[config.mk]
export PLATFORM = sky130hd
export DESIGN_NAME = branch_resolve_unit
export DESIGN_NICKNAME = d
export VERILOG_FILES = /design/src/rtl/branch_resolve_unit.sv
export SDC_FILE = /design/constraint.sdc
export NUM_CORES = 1
export LEC_CHECK = 0
export CORE_MARGIN = 8
export CORE_UTILIZATION = 41
export DETAILED_ROUTE_END_ITERATION = 8
export GPL_ROUTABILITY_DRIVEN = 0
export HOLD_SLACK_MARGIN = 0.05
export PLACE_DENSITY = 0.79
export SLEW_MARGIN = 10
export SYNTH_ARGS = -nofsm -noshare
export SYNTH_HDL_FRONTEND = slang
export SYNTH_SLANG_ARGS = --single-unit
[constraint.sdc]
create_clock -name clk -period 2 [get_ports clk]
set_input_delay 0.4 -clock clk [delete_from_list [all_inputs] [get_ports clk]]
set_output_delay 0.4 -clock clk [all_outputs]
set_load 0.005 [all_outputs]
[src/rtl/branch_resolve_unit.sv]
// Branch resolve unit: flag register, condition evaluation, target add and a
// one-cycle registered resolution with wrong-path squash. Define BRANCH_PRED_EN for the 2-bit BHT.
module branch_resolve_unit #(
  parameter int ADDR_W    = 16,
  parameter int OFF_W     = 9,
  parameter int BHT_DEPTH = 16
) (
  input  logic              clk,
  input  logic              rst_n,
  input  logic              stall,
  input  logic              flag_we,
  input  logic              z_in,
  input  logic              v_in,
  input  logic              n_in,
  input  logic              br_valid,
  input  logic [2:0]        br_cond,
  input  logic [ADDR_W-1:0] br_pc,
  input  logic [OFF_W-1:0]  br_off,
  input  logic              br_pred_taken,
  input  logic [ADDR_W-1:0] fetch_pc,
  output logic              pred_taken,
  output logic              res_valid,
  output logic              res_taken,
  output logic [ADDR_W-1:0] res_target,
  output logic              mispredict,
  output logic [2:0]        flags_q
);
  localparam int IDX_W = $clog2(BHT_DEPTH);

  typedef struct packed {
    logic              valid;
    logic              taken;
    logic [ADDR_W-1:0] target;
    logic              mispredict;
  } res_t;

  res_t              res_q, res_d;
  logic [2:0]        flags_d;
  logic              squash_q, squash_d;
  logic [2:0]        eff_flags;
  logic              cond_taken;
  logic              accept;
  logic [ADDR_W-1:0] off_ext;
  logic [ADDR_W-1:0] target;

  // Same-cycle flag writes are forwarded into the condition check.
  assign eff_flags = flag_we ? {z_in, v_in, n_in} : flags_q;
  assign accept    = br_valid & ~stall & ~squash_q;
  assign off_ext   = ADDR_W'($signed(br_off));
  assign target    = br_pc + off_ext + ADDR_W'(1);

  always_comb begin
    cond_taken = 1'b0;
    case (br_cond)
      3'b000: cond_taken = !eff_flags[2];
      3'b001: cond_taken = eff_flags[2];
      3'b010: cond_taken = !eff_flags[0] && !eff_flags[2];
      3'b011: cond_taken = eff_flags[0];
      3'b100: cond_taken = eff_flags[2] || !eff_flags[0];
      3'b101: cond_taken = eff_flags[0] || eff_flags[2];
      3'b110: cond_taken = eff_flags[1];
      3'b111: cond_taken = 1'b1;
      default: cond_taken = 1'b0;
    endcase
  end

  always_comb begin
    flags_d  = flags_q;
    res_d    = res_q;
    squash_d = squash_q;
    if (!stall) begin
      if (flag_we) flags_d = {z_in, v_in, n_in};
      res_d.valid      = accept;
      res_d.mispredict = accept & (cond_taken ^ br_pred_taken);
      if (accept) begin
        res_d.taken  = cond_taken;
        res_d.target = target;
      end
      // Squash covers the cycle in which mispredict is visible downstream.
      squash_d = res_d.mispredict;
    end
  end

  always_ff @(posedge clk or negedge rst_n) begin
    if (!rst_n) begin
      flags_q  <= 3'b000;
      res_q    <= '0;
      squash_q <= 1'b0;
    end else begin
      flags_q  <= flags_d;
      res_q    <= res_d;
      squash_q <= squash_d;
    end
  end

  assign res_valid  = res_q.valid;
  assign res_taken  = res_q.taken;
  assign res_target = res_q.target;
  assign mispredict = res_q.mispredict;

`ifdef BRANCH_PRED_EN
  logic [BHT_DEPTH-1:0][1:0] bht_q, bht_d;
  logic [IDX_W-1:0]          upd_idx;

  assign upd_idx = br_pc[IDX_W-1:0];

  always_comb begin
    bht_d = bht_q;
    if (accept) begin
      if (cond_taken && bht_q[upd_idx] != 2'b11)
        bht_d[upd_idx] = bht_q[upd_idx] + 2'd1;
      else if (!cond_taken && bht_q[upd_idx] != 2'b00)
        bht_d[upd_idx] = bht_q[upd_idx] - 2'd1;
    end
  end

  always_ff @(posedge clk or negedge rst_n) begin
    if (!rst_n) bht_q <= {BHT_DEPTH{2'b01}};
    else        bht_q <= bht_d;
  end

  // Reads the registered table, so a same-index update shows up next cycle.
  assign pred_taken = bht_q[fetch_pc[IDX_W-1:0]][1];
`else
  assign pred_taken = 1'b0;
`endif

  logic unused_fetch;
  assign unused_fetch = ^fetch_pc;

endmodule

======== Word level (Yosys, flattened, before mapping) ========
Cells that the tools add are included.
storage, ports and cells
  register bits after elaboration ......... 22
  output and inout port bits .............. 23
  bits of input ports ..................... 53
  word-level logic and storage cells ...... 29
cells by class
  bitwise operators ....................... 6
  add/subtract/negate cells ............... 2
  muxes and demuxes ....................... 2
  equal/unequal tests ..................... 7
  reductions and logical operators ........ 7
operators with widths
  kind                                                  count
  adder 16 x 1 -> 16 bit (second input constant)        1
  adder 16 bit                                          1
  equality test 3 bit (second input constant)           4
  one-hot mux 1 bit (8 select lines)                    1
  equality test 3 x 2 -> 1 bit (second input constant)  2
  bitwise AND 1 bit                                     3
  equality test 3 x 1 -> 1 bit (second input constant)  1
  logical NOT 3 bit                                     1
  2-to-1 mux 3 bit                                      1
  logical NOT 1 bit                                     2
  logical OR 1 bit                                      2
  inverter 1 bit                                        2
  AND reduction 2 bit                                   1
  logical AND 1 bit                                     1
  XOR 1 bit                                             1

======== Longest topological paths before layout ========
Gate-level depths: netlist (run 1).
  word-level depth ........................ 6
  depth in mapped cells ................... 10
  mapped depth without buffers ............ 10

======== Least setup slack after synthesis (run 1) ========
Ideal clock, no wire load.
  path kind ............................... input to register
  start ................................... input br_pc[0]
  end ..................................... register res_q, in the netlist res_target[12]
  arrival time ............................ 2047 ps
  required time ........................... 1877 ps
  library setup time ...................... 123 ps
  buffers on the path ..................... 0
  stages on the path ...................... 10
  setup slack ............................. -170 ps
  cells stage by stage .................... inv_1 -> ha_1 -> inv_1 -> fa_1 -> a21o_1 -> a221oi_2 -> o21ai_1 -> a21oi_1 -> o21ai_0 -> o221a_2
between the ends
  cells in the longest elaborated chain, start to end .. 2
RTL lines
  element                 line  source
  start, declared         17    input logic [ADDR_W-1:0] br_pc,
  adder 16 bit            50    assign target = br_pc + off_ext + ADDR_W'(1);
  adder 16 x 1 -> 16 bit  50
  end signal, assigned    91    res_q <= res_d;
  end, declared           37    res_t res_q, res_d;
Every way passes these cells.
A chain may end at the register's enable or synchronous reset.

======== Worst setup path in the final report (run 1) ========
  start ................................... input br_off[3]
  end ..................................... register res_q, in the netlist res_target[15]
between the ends
  cells in the longest elaborated chain, start to end .. 2
RTL lines
  element                 line  source
  start, declared         18    input logic [OFF_W-1:0] br_off,
  adder 16 bit            50
  adder 16 x 1 -> 16 bit  50
Every way passes these cells.

==> impl_metrics.csv, run 1 <==
group,metric,value,unit
clocking,clk_latency,0.26,ns
synth,synth.ff_latch_count,22,
layout,fin_nets,343,
layout,fillCellCount,266,
synth,syn-instance-count,172,
placement,place_ws,-0.824,ns
power,combPwrFrac,0.503,
clocking,cts.htree.levels,1,
layout,ff_latch_area,551,sq um
clocking,cts_buffers,3,
timing,finalSetupTns,0,ns
detailed_routing,drtPass1Iterations,4,
power,p_sw,0.549,mW
clocking,clock_tree.root_cell,"clkbuf_8",
synth,ys_seq_area_frac,0.347,
placement,io_buffers,58,
synth,synth_top_area_frac,0.347,
detailed_routing,drt_iter0_drc,70,
detailed_routing,antenna_left,0,
timing,min_period,1.99,ns
timing,setup_viol,0,
critical_path,crit_start,"br_off[3]",
placement,hpwl,3.47,mm
critical_path,path_class,"in2reg",
job,maxCapViolCount,0,
detailed_routing,post_drt_via_cell_ratio,5.07,
layout,drive_above_1_share,0.324,
floorplanning,io_pins,76,
detailed_routing,vias,1622,
critical_path,r2r_slack,0.17,ns
global_routing,grt_pass1_wl,7.20,mm
layout,multiInputGateArea,0.00119,sq mm
global_routing,gr-total-overflow,0,
timing,clock-skew-final,0.00285,ns
clocking,cts.sinks,22,
floorplanning,fp.coreArea,0.00369,sq mm
power,power_leakage,1.33,nW
critical_path,r2r_cells,6,
synth,yosysTopAreaCell,"dfrtp_1",
synth,syn-mean-instance-area,9.23,sq um
floorplanning,num_rows,22,
power,p_seq_frac,0.351,
synth,synth_warnings,0,
critical_path,cp_slowest_cell,"clkdlybuf4s50_1",
power,power.internal,1.25,mW
synth,synth.area.top_cells,"dfrtp_1 35%, ha_1 12%, nand2_1 5.7%",
global_routing,grt_pass1_vias,1617,
critical_path,path_max_fanout,4,
status,outcome,"completed",
timing,period_share,0.996,
critical_path,critPathArrivalTime,2.13,ns
timing,fmax,502,MHz
layout,diodes,0,
power,cellPowerDensity,638,mW/mm^2
synth,synth.distinct_cells,40,
detailed_routing,totalWireLength,4.58,mm
floorplanning,start_util,0.430,
critical_path,r2r_end,"squash_q$_DFFE_PN0N_",
critical_path,r2r-start,"flags_q[2]$_DFFE_PN0N_",
timing,setup_ws,0.00782,ns
power,power.total,1.80,mW
global_routing,antenna_found_initial,0,
clocking,cts_tree,"yes",
timing,finalHoldWorstSlack,0.484,ns
synth,synth_nets,241,
power,irDropWorstVdd,0.308,mV
timing,maxSlewViolCount,0,
layout,area_growth,77.5,%
clocking,clockBufferDepth,2,
critical_path,cp_data_required_time,2.14,ns
power,sw_frac_of_total,0.306,
clocking,clkTransAtPathRegs,0.07,ns
critical_path,crit_path_max_incr_delay,0.46,ns
min_path,hold_class,"reg2reg",
timing,rsz0062_at_grt,"true",
floorplanning,die_x,78.2,um
floorplanning,die_area,0.00612,sq mm
timing,hold_viol,0,
global_routing,grt_use_total,0.137,
critical_path,start_kind,"primary input",
detailed_routing,drcViolationCount,0,
critical_path,end_kind,"flop",
clocking,ctsHoldBuffers,0,
global_routing,grt_start_max_net_pins,23,
layout,utilization,0.764,
power,clkPwrFrac,0.146,
critical_path,crit_chain,"clkdlybuf4s50_1, ha_4, and3_4, nor2b_4, o2bb2ai_4, nand3_2, buf_4, a31oi_1, o31ai_1",
floorplanning,die_y,78.2,um
critical_path,endpoint,"res_target[15]$_DFFE_PN0P_",
synth,synth_area,0.00159,sq mm
detailed_routing,wire_per_inst,14.3,um
[final cells by class]
type / instances / area share
clock buffers: 3 / 0.0147
inverters: 8 / 0.0169
multi-input cells: 136 / 0.421
well taps: 48 / 0.0213
flip-flops and latches: 22 / 0.195
repair buffers: 103 / 0.330
[sequential cells by signal, summed over array words and instances, names as in the netlist]
| signal | cells |
|---|---|
| res_valid | 1 |
| res_target | 16 |
| squash_q | 1 |
| flags_q | 3 |
| res_taken | 1 |
[critical path, delay by kind of cell]
kind / cells / cell delay, ns
compound gates: 3 / 0.38
simple gates: 3 / 0.46
fa+ha+maj: 1 / 0.30
buf+inv: 2 / 0.60
[metrics by stage]
stage	cell area (sq um)	instances
after detailed placement	2550	314
final	2820	320
after CTS	2690	318
after global routing	2820	320
after floorplan	1620	172
after global placement	2550	314
[synth_stat cells (all sizes together)]
cell and instances:
xnor2 6, xor2 10, mux2 5, a21oi 13, a31oi 2, o21bai 2
o31ai 2, and3 2, o221a 1, mux2i 3, conb 1, a221oi 2
dfrtp 22, nor2b 1, inv 8, nor3 1, clkbuf 5, a21bo 1
o21ai 16, ha 15, fa 1, a211oi 1, nor2 4, nand3b 1
buf 1, nand2 24, a211o 1, or3b 1, nand3 5, a311oi 1
o2bb2ai 1, a31o 1, a21o 7, and2 3, and4 1, nand2b 1
[placed cells by master (no fill, tap or decap), types with 4 or more instances in the layout]
| cell | n |
|---|---|
| buf_4 | 44 |
| clkdlybuf4s50_1 | 42 |
| nand2_1 | 23 |
| dfrtp_1 | 22 |
| xor2_1 | 10 |
| o21ai_0 | 10 |
| a21oi_1 | 9 |
| ha_4 | 9 |
| a21o_1 | 7 |
| xnor2_1 | 6 |
| ha_1 | 6 |
| dlymetal6s2s_1 | 6 |
| dlygate4sd2_1 | 6 |
| inv_1 | 5 |
| o21ai_1 | 5 |
| nor2_1 | 4 |
| a21oi_2 | 4 |
[kinds of logic after synthesis]
family                     after synthesis  synth area share
AOI/OAI and AO/OA                       51             0.209
xor gates and xnor gates                16            0.0883
adders and majority gates               16             0.131
buffers and inverters                   14            0.0355
DFF                                     22             0.347
muxes                                    8            0.0591
other                                    1           0.00236
and+or+nand+nor                         44             0.128
[layer usage]
| metal | global-route usage | share of wire |
|---|---|---|
| met5 | 0 | 0 |
| met4 | 0.0333 | 0.010 |
| met3 | 0.0239 | 0.052 |
| met2 | 0.234 | 0.49 |
| met1 | 0.173 | 0.45 |
[power by group through the flow]
stage | combinational (mW) | sequential (mW) | clock (mW)
CTS | 0.864 | 0.629 | 0.273
global route | 0.990 | 0.645 | 0.293
global placement | 0.817 | 0.632 | 0
floorplan | 0.325 | 0.641 | 0
detailed placement | 0.834 | 0.638 | 0
finish | 0.904 | 0.630 | 0.263
[worst min path at each step]
stage                               from                        end  depth (start not counted)
3_5_place_dp   res_target[1]$_DFFE_PN0P_  res_target[1]$_DFFE_PN0P_                          2
6_report       res_target[1]$_DFFE_PN0P_  res_target[1]$_DFFE_PN0P_                          2
4_1_cts        res_target[4]$_DFFE_PN0P_  res_target[4]$_DFFE_PN0P_                          2
5_1_grt                         br_pc[0]  res_target[0]$_DFFE_PN0P_                          4
3_3_place_gp   res_target[1]$_DFFE_PN0P_  res_target[1]$_DFFE_PN0P_                          2
2_1_floorplan                      rst_n     flags_q[0]$_DFFE_PN0N_                          0
[repair_timing]
item | in CTS | in global routing
gates resized for setup | 33 | 25
buffers inserted | 1 | 2
pin swaps | 20 | 13
setup endpoints to repair | 13 | 11
hold endpoints to repair | 0 | 0
No activity file was read; power rests on OpenSTA's default activity.
==> run 2: changes to the inputs <==
--- a/config.mk
+++ b/config.mk
@@ -5,6 +5,8 @@
 export SDC_FILE = /design/constraint.sdc
 export NUM_CORES = 1
 export LEC_CHECK = 0
+export ABC_CLOCK_PERIOD_IN_PS = 2000
+export CORE_ASPECT_RATIO = 1.25
 export CORE_MARGIN = 8
 export CORE_UTILIZATION = 41
 export DETAILED_ROUTE_END_ITERATION = 8
==> run 2 against run 1 <==
The run now ends with negative setup slack left. Final cell count shrank 1.6%. Core utilization shrank 1.1 points. Total power grew 9.8%. Clock power grew 59%. Die area grew 0.20%. Clock skew grew 0.0035 ns. Hold slack lost 0.0069 ns. Worst setup slack lost 0.036 ns. Sequential cell count is the same. Via count grew 1.7%. Largest cell class unchanged. Highest routed layer unchanged.
==> impl_metrics.csv, run 2 (synthesized netlist as in run 1, its figures left out) <==
group,metric,value,unit
status,outcome,"complete, but fails checks",
status,violations,"negative setup slack",
critical_path,path_class,"in2reg",
timing,min_period,2.03,ns
critical_path,start_kind,"primary input",
critical_path,end_kind,"flop",
layout,mostFrequentLayoutCell,"buf_4",
timing,period_share,1.01,
floorplanning,start_util,0.423,
detailed_routing,drtPass1Iterations,4,
min_path,hold_class,"in2async",
floorplanning,fp.coreArea,0.00375,sq mm
detailed_routing,drt_iter0_drc,71,
floorplanning,die_area,0.00613,sq mm
clocking,cts.sinks,22,
power,power_leakage,1.35,nW
layout,ff_latch_area,551,sq um
global_routing,grt_use_total,0.153,
critical_path,cp_data_required_time,2.16,ns
placement,io_buffers,58,
power,irDropWorstVdd,0.268,mV
timing,fmax,493,MHz
detailed_routing,drcViolationCount,0,
detailed_routing,highest_layer,"met4",
clocking,clkTransAtPathRegs,0.08,ns
layout,diodes,0,
placement,place_ws,-0.846,ns
global_routing,antenna_found_initial,0,
clocking,cts.htree.levels,1,
clocking,cts_tree,"yes",
global_routing,grt_pass1_wl,7.78,mm
detailed_routing,vias,1650,
clocking,clock_tree.root_cell,"clkbuf_8",
floorplanning,io_pins,76,
floorplanning,die_y,85.6,um
critical_path,r2r_slack,0.11,ns
detailed_routing,wl_met1,2.00,mm
clocking,clockBufferDepth,2,
critical_path,critPathArrivalTime,2.19,ns
clocking,ctsHoldBuffers,0,
timing,clock-skew-final,0.00634,ns
job,maxCapViolCount,0,
placement,dpl_cell_area,0.00254,sq mm
critical_path,r2r_end,"squash_q$_DFFE_PN0N_",
floorplanning,num_rows,25,
layout,fin_nets,345,
detailed_routing,wire_per_inst,15.2,um
timing,setup_viol,3,
clocking,clk_latency,0.27,ns
layout,area_growth,78.1,%
layout,drive_above_1_share,0.324,
timing,rsz0062_at_grt,"true",
layout,largest_register_ffs,16,
global_routing,grt_pass1_vias,1807,
critical_path,path_max_fanout,3,
clocking,cts_buffers,3,
power,cellPowerDensity,697,mW/mm^2
detailed_routing,post_drt_via_cell_ratio,5.24,
global_routing,grt_start_max_net_pins,23,
layout,fillCellCount,266,
layout,stdcell_area,0.00283,sq mm
detailed_routing,routed-wl-met3,221,um
placement,hpwl,3.52,mm
global_routing,gr-total-overflow,0,
detailed_routing,dr_wl_met2,2.44,mm
detailed_routing,antenna_left,0,
timing,hold_viol,0,
layout,final_cell_mix,"47 x buf_4, 42 x clkdlybuf4s50_1, 23 x nand2_1, 22 x dfrtp_1, 10 x o21ai_0",
detailed_routing,totalWireLength,4.78,mm
critical_path,r2r-start,"flags_q[2]$_DFFE_PN0N_",
layout,multiInputGateArea,0.00117,sq mm
floorplanning,die_x,71.7,um
timing,maxSlewViolCount,0,
critical_path,r2r_cells,6,
timing,setup_ws,-0.0285,ns
==> run 2: critical path, cell delays in order <==
cell,delay [ns]
clkdlybuf4s50_1,0.41
ha_1,0.21
a21o_1,0.23
a221oi_4,0.38
o21ai_2,0.14
a21oi_2,0.20
xnor2_1,0.15
o21ai_1,0.07
==> run 2: worst max-delay path by stage <==
| stage | slack [ns] | depth (start not counted) | end | start |
|---|---|---|---|---|
| final | -0.03 | 8 | res_target[10]$_DFFE_PN0P_ | br_pc[3] |
| after global routing | -0.09 | 8 | res_target[14]$_DFFE_PN0P_ | br_pc[3] |
| after CTS | -0.01 | 8 | res_target[10]$_DFFE_PN0P_ | br_off[5] |
| after detailed placement | -0.85 | 11 | res_target[10]$_DFFE_PN0P_ | br_off[0] |
| after global placement | -0.76 | 11 | res_target[10]$_DFFE_PN0P_ | br_off[0] |
| after floorplan | -0.07 | 10 | res_target[10]$_DFFE_PN0P_ | br_off[0] |
==> run 2: power breakdown <==
group | switching, mW | total (mW) | internal [mW]
sequential | 0.0678 | 0.629 | 0.561
combinational | 0.365 | 0.926 | 0.560
clock | 0.151 | 0.418 | 0.267
==> run 2: per-stage QoR <==
stage                      util  setup TNS, ns  total power, mW  hold slack, ns  std cells
final                     0.753        -0.0347             1.97           0.477        315
after CTS                 0.715       -0.00982             1.92           0.482        311
after global placement    0.676          -6.26             1.45           0.458        305
after floorplan               -         -0.211            0.965           0.104        172
after global routing      0.753         -0.337             2.09           0.507        315
after detailed placement  0.676          -7.05             1.48           0.462        305
==> run 2: layer usage <==
layer	vias to the layer above	global-route usage
li1	816	-
met1	772	0.174
met2	53	0.267
met3	9	0.0233
met4	0	0.0782
met5	-	0
==> run 2: layout make-up <==
type | instances | share of cell area
multi-input combinational | 136 | 0.412
sequential | 22 | 0.195
clock buffer | 3 | 0.0146
tap | 40 | 0.0177
timing repair buffer | 105 | 0.333
clock inverter | 1 | 0.0106
inverter | 8 | 0.0168
==> run 2: timing repair <==
action | 4_1_cts | 5_1_grt
resized for setup | 30 | 26
setup endpoints to repair | 13 | 10
pin swaps | 21 | 23
buffers inserted | 2 | 4
==> variant (config.mk and constraints of run 1) <==
The option `BRANCH_PRED_EN` is turned on by a define.
--- a/src/rtl/branch_resolve_unit.sv
+++ b/src/rtl/branch_resolve_unit.sv
@@ -1,4 +1,6 @@
 // Branch resolve unit: flag register, condition evaluation, target add and a
 // one-cycle registered resolution with wrong-path squash. Define BRANCH_PRED_EN for the 2-bit BHT.
+`define BRANCH_PRED_EN
+
 module branch_resolve_unit #(
   parameter int ADDR_W    = 16,
Check against the original RTL: not equivalent (Yosys sat finds a counterexample within 4 cycles, from zero or initial values and one cycle with rst_n low).
==> variant against run 1 <==
The flow now finishes with violations (negative setup slack); total power increased to 2.6 times the old value; routed wire length increased to 2.9 times the old value; utilization decreased by 9.3 points; setup slack got worse by 520 ps; sequential power increased to 2.5 times the old value; cell area increased by 110%; global-route usage increased by 6.4 points; sequential cell count increased by 32; sequential share of layout area increased by 3.8 points; critical path depth decreased by 2; first-iteration DRC count increased to 3.1 times the old value; area after synthesis increased by 130%.
==> variant: results (changes against run 1) <==
** Placed design
- The number of port buffers was 63 (+8.6%).
- The number of cells in the design after placement is 671 (+110%).
- Placement-stage worst setup slack :: -1180 ps (-352 ps)
- Sum of net half-perimeters after detailed placement :: 9580 µm (+180%)

** Run status
- Failing checks :: negative setup slack
- The flow ran to the end, but the final reports show violations.

** GRT
- Fraction of met1 tracks used by global routing :: 0.237 (+0.0639)
- The number of global-route vias before repair was 4089 (+150%).
- The overall track demand over capacity in global routing was 0.201 (+0.0640).
- Pin count of the biggest net entering global routing :: 48 (+110%)

** Clocking
- Htree depth :: 2 (+1)
- Clock-pin slew of the registers on the worst-case setup and hold paths :: 100 ps (+30 ps)
- Clock latency of the later-clocked register in the worst-skew pair :: 320 ps (+60 ps)

** Pwr
- The worst-case vdd ir drop came to 0.437 mV (+42%).

** Finish
- Fraction of final layout cells with drive strength greater than 1 :: 0.402 (+0.0785)
- The number of nets in the finished design was 652 (+90%).
- Number of filler instances in the final layout :: 657 (+150%)

** STA
- Setup WS post-layout :: -511 ps (-519 ps)
- The total negative slack came to -14930 ps (-14930 ps).
- The setup-violating endpoint count in the final report came to 36 (+36).
- The worst setup skew after layout came to 14.5 ps (+11.7 ps).

** Logic synthesis
- Number of nets in the synthesized netlist :: 479 (+99%)
- Proportion of synthesized chip area in sequential cells :: 0.369 (+0.0223)
- Cell variety after synth :: 48 (+20%)

** Worst setup path
- The arrival time of the worst setup path is 2710 ps (+580 ps).
## variant: worst max-delay path, delay by kind of cell, from the launching register on
family / cells / cell delay (ps)
DFF: 1 / 430
AOI/OAI and AO/OA: 2 / 220
adders and majority gates: 1 / 320
and+or+nand+nor: 2 / 410
muxes: 2 / 1020
## variant: power breakdown
| group | leakage, nW | switching [mW] | internal, mW |
|---|---|---|---|
| clock | 0.0514 | 0.395 | 0.286 |
| sequential | 0.661 | 0.186 | 1.42 |
| combinational | 1.82 | 1.09 | 1.24 |
| total | 2.53 | 1.67 | 2.94 |
## variant: cells by family after synthesis
| kind of cell | share of synthesized area |
|---|---|
| mux | 0.121 |
| fa+ha+maj | 0.0626 |
| flops | 0.369 |
| simple gates | 0.162 |
| buf+inv | 0.0404 |
| compound gates | 0.210 |
| xor+xnor | 0.0354 |
## variant: layout make-up
class                           count  area (µm²)  area share
Clock inverter                      2        17.5     0.00298
Sequential cell                    54        1370       0.233
Multi-Input combinational cell    322        2570       0.437
Clock buffer                        6        82.6      0.0140
Inverter                           11        50.0     0.00851
Timing Repair Buffer              187        1660       0.282
Tap cell                          108         135      0.0230
## variant: repair_timing
action	4_1_cts	5_1_grt
hold buffers	1	0
setup buffers	8	3
endpoints found under the hold margin	7	0
setup endpoints to repair	48	45
resized for setup	41	46
cloned	0	1
pin swaps	23	20
## variant: metal layers
metal / wire length, µm / part of all wire
met5: 0 / 0
met4: 469 / 0.036
met3: 894 / 0.068
met2: 6660 / 0.50
met1: 5190 / 0.39
## variant: metrics by stage
step                power (mW)  cell area (µm²)
floorplan                 2.69             3950
global placement          3.58             5430
detailed placement        3.66             5430
CTS                       4.42             5670
global route              4.86             5880
finish                    4.61             5880
## variant: worst paths after layout
check / depth (start not counted) / slack, ps / from / to
hold reg to reg: 2 / 490 / res_target[5] / res_target[5]
hold / removal: 2 / 460 / rst_n / bht_q[9]
setup / recovery: 7 / -510 / bht_q[5] / bht_q[23]
min in group clk: 2 / 490 / res_target[5] / res_target[5]
setup reg to reg: 7 / -510 / bht_q[5] / bht_q[23]
max in group asynchronous: 3 / 950 / rst_n / async pin
